$ cat src/rtl/rr_arb16_sched.sv
// rr_arb16_sched: round-robin scheduler driving a shared 4-to-16 active-low decoder.
// Grants are bounded by MAX_HOLD cycles and separated by one dead (en=0) cycle.
`default_nettype none

module rr_arb16_sched #(
    parameter int MAX_HOLD = 8
) (
    input  logic        clk,
    input  logic        rst,
    input  logic [15:0] req,
    input  logic        done,
    output logic        en,
    output logic [3:0]  w,
    output logic        busy,
    output logic        timeout
);

    localparam int HW = $clog2(MAX_HOLD + 1);

    typedef enum logic [1:0] {
        S_IDLE  = 2'd0,
        S_GRANT = 2'd1,
        S_GAP   = 2'd2
    } state_t;

    state_t          state_q, state_d;
    logic            en_q, en_d;
    logic            busy_q, busy_d;
    logic            timeout_q, timeout_d;
    logic [3:0]      w_q, w_d;
    logic [3:0]      ptr_q, ptr_d;
    logic [HW-1:0]   hold_q, hold_d;

    logic [31:0]     req_dbl;
    logic [15:0]     req_rot;
    logic [3:0]      win_off;
    logic            win_found;
    logic [3:0]      winner;
    logic [HW-1:0]   hold_inc;
    logic            at_limit;
    logic            req_held;

    // Rotate requests so the pointer position lands at bit 0; the lowest set
    // bit of the rotated vector is then the round-robin winner's offset.
    always_comb begin
        req_dbl   = {req, req} >> ptr_q;
        req_rot   = req_dbl[15:0];
        win_off   = 4'd0;
        win_found = 1'b0;
        for (int i = 15; i >= 0; i--) begin
            if (req_rot[i]) begin
                win_off   = 4'(i);
                win_found = 1'b1;
            end
        end
        winner = ptr_q + win_off;
    end

    // hold_q counts completed GRANT cycles, so hold_inc is the current cycle's count.
    assign hold_inc = hold_q + HW'(1);
    assign at_limit = (hold_inc == HW'(MAX_HOLD));
    assign req_held = req[w_q];

    always_comb begin
        state_d   = state_q;
        w_d       = w_q;
        ptr_d     = ptr_q;
        hold_d    = hold_q;
        timeout_d = 1'b0;
        case (state_q)
            S_IDLE, S_GAP: begin
                if (win_found) begin
                    w_d     = winner;
                    hold_d  = '0;
                    state_d = S_GRANT;
                end else begin
                    state_d = S_IDLE;
                end
            end
            S_GRANT: begin
                hold_d = hold_inc;
                if (done || !req_held || at_limit) begin
                    state_d   = S_GAP;
                    ptr_d     = w_q + 4'd1;
                    timeout_d = at_limit && !done && req_held;
                end
            end
            default: state_d = S_IDLE;
        endcase
        en_d   = (state_d == S_GRANT);
        busy_d = (state_d == S_GRANT);
    end

    always_ff @(posedge clk or posedge rst) begin
        if (rst) begin
            state_q   <= S_IDLE;
            en_q      <= 1'b0;
            busy_q    <= 1'b0;
            timeout_q <= 1'b0;
            w_q       <= 4'd0;
            ptr_q     <= 4'd0;
            hold_q    <= '0;
        end else begin
            state_q   <= state_d;
            en_q      <= en_d;
            busy_q    <= busy_d;
            timeout_q <= timeout_d;
            w_q       <= w_d;
            ptr_q     <= ptr_d;
            hold_q    <= hold_d;
        end
    end

    assign en      = en_q;
    assign w       = w_q;
    assign busy    = busy_q;
    assign timeout = timeout_q;

endmodule

`default_nettype wire
$ cat config.mk
export PLATFORM = sky130hd
export DESIGN_NAME = rr_arb16_sched
export DESIGN_NICKNAME = d
export VERILOG_FILES = /design/src/rtl/rr_arb16_sched.sv
export SDC_FILE = /design/constraint.sdc
export NUM_CORES = 1
export LEC_CHECK = 0
export BUFFER_PORTS_ARGS = -buffer_cell sky130_fd_sc_hd__buf_2
export CAP_MARGIN = 15
export CORE_MARGIN = 1.5
export CORE_UTILIZATION = 40
export CTS_CLUSTER_DIAMETER = 150
export DETAILED_ROUTE_END_ITERATION = 6
export GPL_TIMING_DRIVEN = 1
export PLACE_DENSITY_LB_ADDON = 0.12
export SKIP_CTS_REPAIR_TIMING = 1
export SLEW_MARGIN = 25
export SYNTH_ARGS = -nofsm -noshare
export SYNTH_HDL_FRONTEND = slang
export SYNTH_SLANG_ARGS = --single-unit
$ cat constraint.sdc
create_clock -name clk -period 8.7 [get_ports clk]
set_input_delay 1.305 -clock clk [delete_from_list [all_inputs] [get_ports clk]]
set_output_delay 1.305 -clock clk [all_outputs]
set_load 0.05 [all_outputs]
Word level (Yosys, flattened, before mapping)

Index checks and enable logic that the tools add are counted.

Latch bits: 0
Bits in read-only memories: 0
Bits in writable memories: 0
Register bits: 16
Logic and storage cells: 69
Memories: 0
Output and inout bits: 7

Divide/modulo/power cells: 0
Add/sub/neg operators: 3
Bitwise gates (word level): 0
Multipliers: 0
Reductions and logical operators: 12
Equality and inequality tests: 5
$lt $le $gt $ge: 1
Multiplexer cells: 41
Shift-type cells: 1

Operators with widths:

| kind                                                       | count |
|---|---|
| 2-to-1 mux 4 bit                                           | 17 |
| right shift 32 x 4 -> 16 bit                               | 1 |
| 2-to-1 mux 1 bit                                           | 20 |
| adder 4 x 1 -> 4 bit, second input constant                | 2 |
| case mux 4 bit (2 select lines)                            | 1 |
| AND reduction 2 bit                                        | 3 |
| less-than comparator 4 x 5 -> 1 bit, second input constant | 1 |
| adder 4 bit                                                | 1 |
| binary-select mux 1 bit (select 4 bit)                     | 1 |
| == test 2 x 1 -> 1 bit, second input constant              | 2 |
| == test 4 bit, second input constant                       | 1 |
| case mux 2 bit (2 select lines)                            | 1 |
| == test 2 bit, second input constant                       | 1 |
| logical AND 1 bit                                          | 2 |
| zero test 1 bit                                            | 2 |
| zero test 2 bit                                            | 1 |
| logical OR 1 bit                                           | 2 |
| 2-to-1 mux 2 bit                                           | 1 |
| != test 2 bit, second input constant                       | 1 |
| nonzero test 2 bit                                         | 1 |
| OR reduction 2 bit                                         | 1 |

Depth between registers and ports, before layout

Gate-level depths: netlist (run 1).

Depth in word-level cells: 20
Depth in mapped cells: 15
Gate-level depth less buffers: 13

Worst setup path before layout (run 1)

Ideal clock, no wire load.

Kind: in2reg
Start: input port req[2]
End: register w_q[3], in the netlist w[3]
Buffers on the path: 0
Setup slack: 4735 ps
Arrival: 3878 ps
Cell stages on the path: 12
Library setup time: 87 ps
Cells stage by stage: mux4_2 -> mux4_2 -> or2_1 -> o311ai_1 -> a21oi_1 -> ha_1 -> a21o_1 -> a21oi_1 -> xnor2_1 -> nand2b_1 -> a21o_1 -> o211ai_1

Longest elaborated chain between the ends: 18

RTL lines:

| element                                                            | RTL line | source |
|---|---|---|
| start, declared                                                    | 10       | `input logic [15:0] req,` |
| right shift 32 x 4 -> 16 bit *                                     | 46       | `req_dbl = {req, req} >> ptr_q;` |
| 2-to-1 mux 4 bit or 2-to-1 mux 1 bit (tied branches) (16 in a row) | 51       | `if (req_rot[i]) begin` |
| adder 4 bit or AND reduction 2 bit (tied branches)                 | n/a      |  |
| end signal, assigned                                               | 108      | `w_q <= w_d;` |
| end, declared                                                      | 30       | `logic [3:0] w_q, w_d;` |

Mark *: on every way between the ends. The rest lies on a longest branch, timed or not.
A chain may end at the register's enable or synchronous reset.

Final worst setup path (run 1)

Start: input port req[1]
End: register w_q[3], in the netlist w[3]

Same word-level chain as after synthesis.

==> impl_results.md, run 1 <==
* Status: complete, no violations
* Drt total wl at 5610 um
* Ant diodes at 0
* Core Util, Final at 46.3%
* First-pass GRT wire length at 9720 um
* Ports at 26
* RSZ-0062 raised after global routing: no
* Die area at 0.00598 mm^2
* Switching power at 0.531 mW
* Part of the power in combinational logic at 77.5%
* Switching share of power at 50.3%
* ANT nets after route at 0
* # fillers at 503
* Slowest cell on crit path: mux4_2
* Crit path cell chain: buf_2 > mux4_2 > mux4_2 > or2_1 > o311ai_1 > a21oi_1 > ha_1 > a21o_1 > a21oi_1 > xnor2_1 > nor2_1 > o2111ai_1 > o211ai_1
* Cell internal pwr at 0.524 mW
* Area growth from synthesis to layout at 9.05%
* Clock skew at 0.00742 ns
* H-tree depth at 1
* Fin crit period at 4.15 ns
* Flops & latches, synth at 16
* Mapped Nets at 239
* Most frequent cells in the layout: 25 x mux4_2, 25 x buf_2, 16 x dfrtp_1, 13 x nor2_1
* Sequential fraction of the synthesis area at 18.1%
* Clk slew on worst S/H paths at 0.06 ns
* Gpl congestion at 0.784
* First drt pass iteration count at 4
* WP data required at 8.82 ns
* Initial Utilization at 42.5%
* Initial antenna violation count at 0
* Final Slew Violations at 0
* CTS Root Cell: clkbuf_8
* TritonCTS Buffers at 3
* Initial DRC count at 163
* Layout cell share with drive strength beyond 1 at 31.3%
* Rows at 26
* Number of synthesis warnings at 0
* Setup TNS at 0 ns
* Cells after Synth at 214
* Synthesized area per cell at 10.3 um^2
* CP Capture Type: flip-flop
* Fraction of registers with async set/reset at 100%
* Cell Area, Synth at 0.00221 mm^2
* TritonCTS clock tree: yes
* Via count at 1901
* Critical Path Max Stage Delay at 0.57 ns
* Maximum root-to-sink buffer count at 2
* Total GRT Usage at 20.7%
* Wirelength per Cell at 18.7 um
* Dpl ws at 4.33 ns
* Setup violators final at 0
* PortBufs at 25
* Layout net count at 257
* Final worst-path setup slack at 4.55 ns
* Die Height at 77.3 um
* Core ar. at 0.00520 mm^2
* Worst min path class: reg -> reg
* CP max FO at 7
* F_max at 241 MHz
* Total gr overflow at 0
* Crit path DAT at 4.26 ns
* Leakage at 0.945 nW
* DRC Markers at 0
* Vias in the first global route at 1830
* Clock Sink Count at 16
* Max cap viols at 0
* Slew headroom at 33.4%
* Reg power frac at 17.2%
* Cell variety after synth at 60
* Number of synthesized flops with an enable pin at 0
* CP Class: in -> reg
* Final period utilization at 47.7%
* Pwr Density at 438 mW/mm^2
* Final Hold Fails at 0
* Clock share of power at 5.3%
* Hpwl dp at 4160 um
* Worst-Margin Slew at 0.999 ns
* Pin count of the biggest net entering global routing at 32
* VDD IR max at 0.000278 V
* Die width at 77.3 um
* Top FF cell, synth: dfrtp_1
* Worst-skew pair later-pin latency at 0.25 ns
* Startpoint Class: input port
* Post-DR vias/cell at 6.34
[flip-flops by register name, summed over array words and instances, names as in the netlist]
register	cells
hold_q	4
ptr_q	4
busy	1
state_q	2
w	4
timeout	1
[synthesized netlist by cell type, types with 4 or more instances]
library cell | count | share of area, %
mux4_2 | 25 | 25
dfrtp_1 | 16 | 18
nor2_1 | 13 | 2.2
nand2_1 | 9 | 1.5
nand2b_1 | 9 | 2.5
nor3_1 | 9 | 2.0
a21oi_1 | 8 | 1.8
mux2i_1 | 8 | 3.6
mux2_2 | 7 | 3.6
a21o_1 | 6 | 2.0
clkbuf_1 | 5 | 0.85
ha_1 | 5 | 2.8
inv_1 | 5 | 0.85
nand3_1 | 5 | 1.1
o21ai_0 | 5 | 1.1
o311ai_0 | 5 | 2.0
xnor2_1 | 5 | 2.0
buf_2 | 4 | 0.91
nor2b_1 | 4 | 1.1
[per-stage QoR]
stage | cells | area, um^2 | hold slack (ns) | power, mW
after CTS | 300 | 2410 | 0.586 | 1.06
after detailed placement | 297 | 2370 | 0.578 | 0.993
final | 300 | 2410 | 0.584 | 1.06
after global placement | 297 | 2370 | 0.575 | 0.998
after global routing | 300 | 2410 | 0.625 | 1.16
after floorplan | 214 | 2210 | 0.553 | 0.835
[cell families (layout without fill, tap and decap cells)]
logic type	count (synthesis)	after routing	share of synthesized area, %
buffers and inverters	20	36	4.13
AOI/OAI and AO/OA	54	54	19.3
DFF	16	16	18.1
adders and majority gates	6	6	3.74
and+or+nand+nor	65	65	15.8
muxes	45	45	35.7
xor gates and xnor gates	8	8	3.17
[layer usage]
metal	up-vias	track usage [%]	wire length, um
li1	884	-	-
met1	940	30.6	2570
met2	70	31.6	2630
met3	7	2.82	317
met4	0	6.18	99
met5	-	0	0
[final cells by class]
class	count	area (um^2)	share of cell area (%)
clock buffer	3	41.3	1.71
tap	70	87.6	3.63
sequential	16	400	16.6
inverter	6	22.5	0.934
timing repair buffer	27	140	5.81
multi-input combinational	178	1720	71.3
[final timing paths]
path / startpoint / to / slack (ns) / depth (start not counted)
max: req[1] / w[3] / 4.55 / 13
min: hold_q[3] / hold_q[3] / 0.58 / 2
max reg2reg: ptr_q[3] / w[3] / 4.79 / 12
min reg2reg: hold_q[3] / hold_q[3] / 0.58 / 2
max in group asynchronous: rst / hold_q[3] / 7.17 / 2
min in group asynchronous: rst / w[1] / 1.12 / 2
[power groups by stage]
| stage | logic, mW | clock network (mW) | registers [mW] |
|---|---|---|---|
| 2_1_floorplan | 0.657 | 0 | 0.178 |
| 3_3_place_gp | 0.816 | 0 | 0.183 |
| 3_5_place_dp | 0.809 | 0 | 0.184 |
| 4_1_cts | 0.816 | 0.0572 | 0.182 |
| 5_1_grt | 0.903 | 0.0632 | 0.192 |
| 6_report | 0.818 | 0.0555 | 0.182 |
[critical path: cells and delay by family]
| kind | cells | cell delay, ns |
|---|---|---|
| buffers and inverters | 1 | 0.13 |
| adder cells (fa/ha/maj) | 1 | 0.30 |
| multiplexers | 2 | 1.08 |
| XOR/XNOR | 1 | 0.15 |
| AO/OA/AOI/OAI | 6 | 0.96 |
| AND/OR/NAND/NOR | 2 | 0.32 |
Note: power is estimated with default switching activity, not from simulation.
==> inputs of run 2 (changes only) <==
clock period = 3.5 ns   (was 8.7 ns; I/O delays follow)
==> impl_results.md, run 2 (synthesis results as in run 1) <==
* Die area at 0.00598 mm^2 (unchanged)
* F_max at 290 MHz
* R2r startpoint: ptr_q[1] (was ptr_q[3])
* Critical Path Max Stage Delay at 0.56 ns (was 0.57 ns)
* Clk slew on worst S/H paths at 0.06 ns (about the same)
* Wirelength per Cell at 17.8 um (was 18.7 um)
* TritonCTS Buffers at 3 (unchanged)
* Final Hold Fails at 0 (unchanged)
* First drt pass iteration count at 4 (unchanged)
* H-tree depth at 1 (unchanged)
* # fillers at 492 (was 503)
* R2r setup slk at 0.05 ns (was 4.79 ns)
* Most frequent cells in the layout: 33 x buf_4, 26 x buf_2, 25 x mux4_2, 16 x dfrtp_1, 13 x nor2_1 (was 25 x mux4_2, 25 x buf_2, 16 x dfrtp_1, 13 x nor2_1)
* Crit path cell chain: buf_6 > mux4_2 > mux4_2 > or2_4 > o311ai_4 > a21oi_2 > ha_1 > a21o_1 > a21oi_2 > xnor2_2 > nand2b_1 > a21o_1 > o211ai_1 (was buf_2 > mux4_2 > mux4_2 > or2_1 > o311ai_1 > a21oi_1 > ha_1 > a21o_1 > a21oi_1 > xnor2_1 > nor2_1 > o2111ai_1 > o211ai_1)
* Die width at 77.3 um (unchanged)
* WP data required at 3.66 ns (was 8.82 ns)
* Pwr Density at 1150 mW/mm^2 (was 438 mW/mm^2)
* CP Class: reg -> reg (was in -> reg)
* Ports at 26 (unchanged)
* Worst r2r dst: w[3] (unchanged)
* Initial Utilization at 42.5% (unchanged)
* Worst min path class: in -> async (was reg -> reg)
* Layout net count at 292 (was 257)
* Core ar. at 0.00520 mm^2 (unchanged)
* Clock skew at 0.00244 ns (was 0.00742 ns)
* Via count at 1994 (was 1901)
* Area growth from synthesis to layout at 25.0% (was 9.05%)
* Gpl congestion at 0.898 (was 0.784)
* First-pass GRT wire length at 9780 um (was 9720 um)
* Hpwl dp at 4590 um (was 4160 um)
* CP Capture Type: flip-flop (unchanged)
* Initial DRC count at 117 (was 163)
* ANT nets after route at 0 (unchanged)
* Drt total wl at 5990 um (was 5610 um)
* Setup violators final at 0 (unchanged)
* Slowest cell on crit path: mux4_2 (unchanged)
* Ant diodes at 0 (unchanged)
* Worst reg2reg path depth at 13 (was 12)
* Most common cell after layout, fill and taps aside: buf_4
* Rows at 26 (unchanged)
* Critical path buffer and inverter count at 1 (unchanged)
* Total GRT Usage at 20.6% (was 20.7%)
* Final period utilization at 98.6%
* DP Area at 0.00258 mm^2 (was 0.00237 mm^2)
* Total gr overflow at 0 (unchanged)
* RSZ-0062 raised after global routing: yes (was no)
* Status: complete, no violations (unchanged)
* Final Slew Violations at 0 (unchanged)
* TritonCTS clock tree: yes (unchanged)
* Startpoint Class: flip-flop (was input port)
* Initial antenna violation count at 0 (unchanged)
* Leakage at 1.14 nW (was 0.945 nW)
* CP max FO at 5 (was 7)
* Fin crit period at 3.45 ns
* Pin count of the biggest net entering global routing at 31 (was 32)
* PortBufs at 25 (unchanged)
* Setup TNS at 0 ns (unchanged)
* Worst-skew pair later-pin latency at 0.25 ns (about the same)
* Crit path DAT at 3.62 ns (was 4.26 ns)
* Max cap viols at 0 (unchanged)
* Worst-Margin Slew at 0.635 ns (was 0.999 ns)
* Post-DR vias/cell at 5.93 (was 6.34)
* Clock Sink Count at 16 (unchanged)
* Vias in the first global route at 1887 (was 1830)
* Maximum root-to-sink buffer count at 2 (unchanged)
* Layout cell share with drive strength beyond 1 at 44.0% (was 31.3%)
* DRC Markers at 0 (unchanged)
* CTS Root Cell: clkbuf_8 (unchanged)
* Crit. path cell count at 13 (unchanged)
* Design Area, Final at 0.00276 mm^2 (was 0.00241 mm^2)
* Slew headroom at 57.6% (was 33.4%)
* Die Height at 77.3 um (unchanged)
* Top Family by Delay on Critical Path: multiplexers (unchanged)
* VDD IR max at 0.000621 V (was 0.000278 V)
run 2: per-stage QoR:
stage	power, mW	setup slack (ns)	hold WS (ns)	cells	util (%)
floorplan	2.08	0.155	0.439	214	-
global placement	2.77	-0.0403	0.574	324	49.7
detailed placement	2.76	-0.0328	0.583	324	49.7
CTS	2.95	0.0161	0.361	328	50.7
global route	3.43	-0.106	0.407	336	53.1
finish	3.17	0.0484	0.350	336	53.1
run 2: final cells by class:
class / count / area, um^2 / area share [%]
multi-input cells: 178 / 1780 / 64.3
repair buffers: 62 / 420 / 15.2
flip-flops and latches: 16 / 400 / 14.5
well taps: 70 / 87.6 / 3.17
clock buffers: 4 / 55.1 / 1.99
inverters: 6 / 22.5 / 0.815
run 2: report_power, final:
part	leakage [nW]	switching (mW)	internal, mW	total, mW
Sequential	0.197	0.126	0.267	0.393
Combinational	0.914	1.30	1.32	2.61
Clock	0.0288	0.0645	0.0998	0.164
Total	1.14	1.49	1.68	3.17
run 2: worst reg2reg max path, stage by stage, from the launching register on:
cell	delay, ns
dfrtp_1	0.42
buf_6	0.16
mux4_2	0.56
mux4_2	0.50
or2_4	0.28
o311ai_4	0.29
a21oi_2	0.08
ha_1	0.29
a21o_1	0.17
a21oi_2	0.17
xnor2_2	0.14
nand2b_1	0.07
a21o_1	0.15
o211ai_1	0.09
run 2: routing by layer:
layer	wire, um	part of all wire (%)	global-route usage, %	vias to the layer above
met5	0	0	0	-
met4	39	0.65	2.00	0
met3	282	4.7	2.47	4
met2	2810	47	32.2	61
met1	2860	48	31.7	972
li1	-	-	-	957
run 2: worst max path at each step:
| stage | startpoint | end | slack, ns |
|---|---|---|---|
| final | ptr_q[1] | w[3] | 0.05 |
| after global routing | ptr_q[1] | w[3] | -0.11 |
| after CTS | ptr_q[1] | w[3] | 0.02 |
| after detailed placement | req[1] | w[3] | -0.03 |
| after global placement | req[1] | w[3] | -0.04 |
| after floorplan | ptr_q[1] | w[3] | 0.15 |
